## config.mk

```make
export PLATFORM = sky130hd
export DESIGN_NAME = gamma_lut_ctrl
export DESIGN_NICKNAME = d
export VERILOG_FILES = /design/src/rtl/gamma_lut_ctrl.sv
export SDC_FILE = /design/constraint.sdc
export NUM_CORES = 2
export LEC_CHECK = 0
export ABC_AREA = 1
export BUFFER_PORTS_ARGS = -buffer_cell sky130_fd_sc_hd__clkbuf_2
export CORE_MARGIN = 2
export CORE_UTILIZATION = 35
export DETAILED_ROUTE_END_ITERATION = 16
export GPL_ROUTABILITY_DRIVEN = 0
export PLACE_DENSITY = 0.54
export SETUP_SLACK_MARGIN = 0.02
export SLEW_MARGIN = 20
export SYNTH_ARGS = -nofsm -noshare
export SYNTH_HDL_FRONTEND = slang
export SYNTH_SLANG_ARGS = --single-unit
```

## constraint.sdc

```tcl
create_clock -name clk -period 3.65 [get_ports clk]
set_input_delay 0.1825 -clock clk [delete_from_list [all_inputs] [get_ports clk]]
set_output_delay 0.1825 -clock clk [all_outputs]
set_load 0.02 [all_outputs]
```

## src/rtl/gamma_lut_ctrl.sv

```systemverilog
// Frame-synchronous gamma lookup on the gray stream with two run-time-loadable tables
// (active + host-writable shadow); bank swaps and bypass changes take effect only at frame start.
module gamma_lut_ctrl #(
    parameter int DW          = 8,
    parameter bit INIT_BYPASS = 1'b1
) (
    input  logic          clk,
    input  logic          rst,
    input  logic          per_img_vsync,
    input  logic          per_img_href,
    input  logic [DW-1:0] per_img_gray,
    input  logic          lut_wr_en,
    input  logic [DW-1:0] lut_wr_addr,
    input  logic [DW-1:0] lut_wr_data,
    input  logic          lut_swap_req,
    input  logic          bypass,
    output logic          post_img_vsync,
    output logic          post_img_href,
    output logic [DW-1:0] post_img_gray,
    output logic          lut_swap_pend,
    output logic          lut_bank
);

    localparam int DEPTH = 1 << DW;

    typedef enum logic [1:0] {
        ST_SYNC,
        ST_IDLE,
        ST_FRAME
    } state_t;

    state_t r_state;
    state_t w_next_state;
    logic   w_frame_start;
    logic   w_in_frame;

    logic r_bank;
    logic r_pend;
    logic r_bypass;

    logic          r_s1_vsync;
    logic          r_s1_href;
    logic [DW-1:0] r_s1_gray;
    logic          r_s1_bank;
    logic          r_s1_bypass;

    logic          r_out_vsync;
    logic          r_out_href;
    logic [DW-1:0] r_out_gray;

    // Both banks share one array; the MSB of the address selects the bank.
    logic [DW-1:0] r_lut [0:2*DEPTH-1];

    always_ff @(posedge clk) begin
        if (rst) begin
            r_state <= ST_SYNC;
        end else begin
            r_state <= w_next_state;
        end
    end

    always_comb begin
        w_next_state  = r_state;
        w_frame_start = 1'b0;
        w_in_frame    = 1'b0;
        case (r_state)
            ST_SYNC: begin
                if (!per_img_vsync) begin
                    w_next_state = ST_IDLE;
                end
            end
            ST_IDLE: begin
                if (per_img_vsync) begin
                    w_next_state  = ST_FRAME;
                    w_frame_start = 1'b1;
                end
            end
            ST_FRAME: begin
                w_in_frame = 1'b1;
                if (!per_img_vsync) begin
                    w_next_state = ST_IDLE;
                end
            end
            default: begin
                w_next_state = ST_SYNC;
            end
        endcase
    end

    // A request arriving in the frame-start cycle itself swaps immediately and never sets pending.
    always_ff @(posedge clk) begin
        if (rst) begin
            r_bank   <= 1'b0;
            r_pend   <= 1'b0;
            r_bypass <= INIT_BYPASS;
        end else if (w_frame_start) begin
            if (r_pend || lut_swap_req) begin
                r_bank <= ~r_bank;
            end
            r_pend   <= 1'b0;
            r_bypass <= bypass;
        end else if (lut_swap_req) begin
            r_pend <= 1'b1;
        end
    end

    always_ff @(posedge clk) begin
        if (lut_wr_en) begin
            r_lut[{~r_bank, lut_wr_addr}] <= lut_wr_data;
        end
    end

    // Bank and bypass travel with the pixel so a frame-start change never splits a pixel's config.
    always_ff @(posedge clk) begin
        if (rst) begin
            r_s1_vsync  <= 1'b0;
            r_s1_href   <= 1'b0;
            r_s1_gray   <= '0;
            r_s1_bank   <= 1'b0;
            r_s1_bypass <= 1'b0;
        end else begin
            r_s1_vsync  <= per_img_vsync & w_in_frame;
            r_s1_href   <= per_img_href & per_img_vsync & w_in_frame;
            r_s1_gray   <= per_img_gray;
            r_s1_bank   <= r_bank;
            r_s1_bypass <= r_bypass;
        end
    end

    always_ff @(posedge clk) begin
        if (rst) begin
            r_out_vsync <= 1'b0;
            r_out_href  <= 1'b0;
            r_out_gray  <= '0;
        end else begin
            r_out_vsync <= r_s1_vsync;
            r_out_href  <= r_s1_href;
            r_out_gray  <= r_s1_bypass ? r_s1_gray : r_lut[{r_s1_bank, r_s1_gray}];
        end
    end

    assign post_img_vsync = r_out_vsync;
    assign post_img_href  = r_out_href;
    assign post_img_gray  = r_out_gray;
    assign lut_swap_pend  = r_pend;
    assign lut_bank       = r_bank;

endmodule

```

; ---- Yosys cells after proc, flatten, opt, wreduce, memory -nomap -nowiden
; Memories as Yosys holds them, arrays and structs flattened. A register that Yosys moved wholly into a read port is not among the register bits.
; Index checks and enable logic that the tools add are counted.
[word_totals]
ramBits = 4096
n_memories = 1
register_bits = 26
elab_cells = 36
in_bits = 31
out_inout_bits = 12
[classes]
n_eq_ne = 4
reduce_logical = 6
bitwise_logic = 4
mux = 10
[mem_list]
columns = name, depth, width, read_ports, rd_clocked_by_memory_dff, wr, line_no
row1 = r_lut, 512, 8, 1, 1, 1, 52  ; logic [DW-1:0] r_lut [0:2*DEPTH-1];
[op_table]
columns = op, n
row1 = $mux W9, 1
row2 = $mux W8, 1
row3 = $mux W1, 5
row4 = $mux W2, 2
row5 = $ne A2 B2 Y1 const B, 2
row6 = $pmux W2 S2, 1
row7 = $reduce_and A2 Y1, 2
row8 = $reduce_or A2 Y1, 2
row9 = $and A1 B1 Y1, 3
row10 = $eq A2 B1 Y1 const B, 1
row11 = $eq A2 B2 Y1 const B, 1
row12 = $logic_not A2 Y1, 1
row13 = $logic_or A1 B1 Y1, 1
row14 = $not A1 Y1, 1

; ---- Logic depth before layout (Yosys ltp)
[logic_depth]
ltp_word = 4
ltp_mapped = 17
mapped_depth_nobuf = 13

; ---- Worst setup path before layout
; OpenSTA, ideal clock, no wires.
[synth_timing]
path_kind = register -> register
from = register r_bank, in the netlist lut_bank
to = memory r_lut[100][0], enable pin
t_required_ns = 3.280
period_less_slack_ns = 2.211
stages_incl_launch_ff = 8
setup_ns = 0.370
arrival_time_ns = 1.841
n_path_buf = 1
setup_slack_ns = 1.439
cell_sequence = dfxtp_1 > inv_1 > nor3_1 > inv_1 > nor2_1 > inv_1 > clkbuf_1 > nor2_1
[synth_via]
elab_chain_cells = 1
[synth_lines]
columns = item, line_no
row1 = "start, declared", 37  ; logic r_bank;
row2 = "start signal, assigned", 98  ; r_bank <= ~r_bank;
row3 = $not A1 Y1, 109  ; r_lut[{~r_bank, lut_wr_addr}] <= lut_wr_data;
row4 = "end, declared", 52
; No other way between the ends.

==> impl_metrics.py <==
metrics = {
    "run_status": {
        "outcome": "completed",
    },
    "timing": {
        "rsz0062_at_grt": "no",
        "hold_viol_final": 0,
        "tightest_slew_ps": 1180,
        "tns_ps": 0,
        "setup_violations": 0,
        "timing.fmax_mhz": 281,
        "relSlewSlack": 0.210,
        "finClkSkew_ps": 64.5,
        "maxSlewViolCount": 0,
        "period_share": 0.977,
        "setup_ws_ps": 85.6,
        "period_needed_ps": 3560,
    },
    "final_layout": {
        "nets": 14200,
        "instances_no_fill": 20900,
        "seqCellArea_mm2": 0.124,
        "areaGrowthSynthToFinish_pct": 14.3,
        "multi_input_area_mm2": 0.0385,
        "drive_gt1_frac": 0.0876,
        "fillCellCount": 44800,
    },
    "worst_setup_path": {
        "crit_chain": "buf_12 -> buf_12 -> buf_12 -> buf_4 -> nand2_1 -> nand3_1 -> nand3_1 -> nand3_1 -> nand3_1 -> nand3_1 -> nand3_1 -> nand3_1 -> nand3_1 -> nand3_1 -> nand2_1 -> inv_1",
        "critPathCaptureType": "flop",
        "crit_slowest_cell": "dfxtp_4",
        "r2r_cells": 16,
        "r2r_slack_ps": 90,
        "r2r_end": "post_img_gray[2]",
        "start_kind": "flop",
        "critical_path_class": "reg2reg",
        "crit_top_cell": "nand3_1",
        "arrival_ps": 4500,
        "cp_max_fo": 40,
        "worstPathRequired_ps": 4580,
        "timing.rr.start": "r_s1_gray[0]",
        "max_stage_delay_ps": 490,
    },
    "power": {
        "p_per_area_mw_per_mm2": 532,
        "power_uw": 102000,
        "p_leak_uw": 0.0660,
        "pwr-share-seq": 0.512,
        "power_switching_uw": 23600,
        "combPwrFrac": 0.065,
        "ir_worst_vdd_mv": 0.383,
        "cellInternalPower_uw": 78300,
        "p_sw_frac": 0.231,
        "clkPwrFrac": 0.423,
    },
    "min_path": {
        "min_path_cells": 6,
        "hold_path_end": "r_lut[476][4]",
        "min_from": "lut_wr_addr[1]",
        "hp-class": "in2reg",
    },
    "cts": {
        "cts_made_buffers": 429,
        "root_buffer": "clkbuf_16",
        "cts.sinks": 4123,
        "cts_tree": "done",
        "cts_max_level": 5,
        "clk_path_buf_depth": 4,
        "clk_pin_slew_ps": 60,
        "clk_latency_ps": 1000,
    },
    "die": {
        "die-height_um": 696,
        "core_area_mm2": 0.478,
        "ios": 43,
        "rows": 254,
        "die_w_um": 696,
        "die-area_mm2": 0.484,
        "start_util": 0.351,
    },
    "synthesis": {
        "ys_seq_elements": 4123,
        "ys_types": 24,
        "synth_warnings": 0,
        "synth_edf_count": 4096,
        "async_flop_share": 0,
        "ys.flop_type": "edfxtp_1",
        "seq_area_frac_synth": 0.737,
        "synth_fp_nets": 14000,
        "syn_area_mm2": 0.168,
        "synthCells": 14000,
        "yosysTopAreaCell": "edfxtp_1",
        "avgSynthCellArea_um2": 12.0,
        "netlist.area_leader.share": 0.734,
        "yosysMostFrequentCell": "nand2_1",
        "synthTopCellsByArea": "edfxtp_1 (73%), nand3_1 (12%), nand2_1 (9.5%), buf_2 (1.5%), nor2_1 (1.2%)",
        "synth_common_cells": "nand2_1 (4233), edfxtp_1 (4096), nand3_1 (4042), nor2_1 (529), buf_2 (489)",
    },
    "grt": {
        "grt_max_degree": 130,
        "grt_pass1_vias": 105000,
        "grt_overflow_total": 0,
        "grt_pass1_wl_um": 735000,
        "grtUsageTotal": 0.203,
        "antenna_found_initial": 37,
    },
    "drt": {
        "vias": 110000,
        "drt_wl_total_um": 506000,
        "wl_per_cell_um": 24.2,
        "wl_met2_um": 232000,
        "wl_met3_um": 40500,
        "firstDrtPassIters": 6,
        "viasPerCell": 5.25,
        "top_layer": "met5",
        "drtIter0Drc": 12800,
        "drc": 0,
        "ant_nets": 0,
        "m1WireLength_um": 220000,
    },
    "run": {
        "drv_cap": 0,
    },
    "placement": {
        "dp_slack_ps": -156,
        "dp.cells": 20100,
        "portBuffers": 42,
        "hpwl_um": 299000,
    },
}
[cell usage in the layout, fill, tap and decap left out, types with 2 or more instances in the layout]
| cell | netlist | routed |
|---|---|---|
| buf_4 | 190 | 401 |
| inv_16 | 0 | 5 |
| clkbuf_2 | 0 | 34 |
| nand2_1 | 4233 | 4218 |
| o21ai_1 | 8 | 8 |
| clkinv_8 | 0 | 4 |
| bufinv_16 | 0 | 36 |
| o21ai_0 | 2 | 2 |
| dlygate4sd3_1 | 0 | 38 |
| diode_2 | 0 | 11 |
| clkbuf_8 | 0 | 9 |
| clkinvlp_4 | 0 | 16 |
| dfxtp_4 | 0 | 6 |
| clkbuf_1 | 178 | 87 |
| inv_8 | 0 | 2 |
| edfxtp_1 | 4096 | 4096 |
| nand3_1 | 4042 | 4029 |
| nor2_2 | 0 | 2 |
| clkinv_2 | 1 | 73 |
| o211ai_1 | 2 | 2 |
| inv_4 | 2 | 2 |
| a21oi_1 | 9 | 9 |
| clkinv_1 | 3 | 116 |
| nor2_1 | 529 | 527 |
| clkbuf_16 | 0 | 435 |
| buf_8 | 3 | 8 |
| nor3_1 | 12 | 11 |
| nand3_2 | 0 | 13 |
| clkinv_4 | 0 | 4 |
| inv_1 | 59 | 57 |
| nand2_4 | 0 | 15 |
| clkinv_16 | 0 | 5 |
| inv_6 | 0 | 8 |
| dfxtp_1 | 27 | 20 |
| buf_12 | 0 | 186 |
[per-stage QoR]
| step | hold WS [ps] | area, µm² | utilization |
|---|---|---|---|
| 5_1_grt | 118 | 192000 | 0.401 |
| 2_1_floorplan | 272 | 168000 | - |
| 4_1_cts | 42.9 | 191000 | 0.401 |
| 3_3_place_gp | 390 | 177000 | 0.371 |
| 6_report | 127 | 192000 | 0.401 |
| 3_5_place_dp | 388 | 177000 | 0.371 |
[power by group through the flow]
stage | combinational [µW] | clock (µW) | sequential [µW]
floorplan | 3270 | 0 | 53100
global placement | 6530 | 0 | 53200
CTS | 6610 | 43600 | 52100
detailed placement | 6550 | 0 | 53200
global route | 7100 | 45400 | 52100
finish | 6630 | 43100 | 52200
[worst max-delay path: cells and delay by family (launching register included)]
family / cells / cell delay, ps
buffers and inverters: 5 / 1120
flip-flops: 1 / 490
AND/OR/NAND/NOR: 11 / 1800
[timing repair]
action / in CTS / in global routing
hold endpoints to repair: 1251 / 0
pin swaps: 0 / 0
setup buffers: 3 / 4
hold buffers: 38 / 0
cloned: 0 / 1
setup endpoints to repair: 6 / 3
resized for setup: 9 / 5
[state kept, by name (all words and copies together) (netlist names), named ones only]
name,flops
lut_swap_pend,1
lut_bank,1
r_state,2
r_s1_vsync,1
r_bypass,1
post_img_gray,8
r_s1_gray,8
r_s1_href,1
r_lut,4096
r_s1_bypass,1
post_img_vsync,1
post_img_href,1
[per-layer routing]
metal | global-route usage | vias to the layer above
met5 | 0 | -
met4 | 0.0556 | 14
met1 | 0.294 | 54400
met2 | 0.318 | 4494
met3 | 0.0313 | 673
li1 | - | 50100
[cells by family after synthesis]
kind of cell / share of synthesized area
flops: 0.737
simple gates: 0.228
compound gates: 0.000754
buf+inv: 0.0342
[how the worst max path moves through the flow]
stage	from	end	slack (ps)	depth (start not counted)
after floorplan	lut_bank	r_lut[100][0]	1440	7
after global placement	r_s1_gray[0]	post_img_gray[3]	-240	15
after detailed placement	r_s1_gray[0]	post_img_gray[2]	-160	15
after CTS	r_s1_gray[1]	post_img_gray[2]	2	15
after global routing	r_s1_gray[0]	post_img_gray[7]	30	16
final	r_s1_gray[0]	post_img_gray[2]	90	16
[layout make-up]
class	instances	area share
diodes	11	0.000144
clock buffers	531	0.0592
clock inverters	261	0.0122
inverters	67	0.00172
multi-input cells	8840	0.201
flip-flops and latches	4123	0.645
well taps	6400	0.0418
repair buffers	668	0.0388
repair inverters	1	0.0000588
No activity file was read; power rests on OpenSTA's default activity.
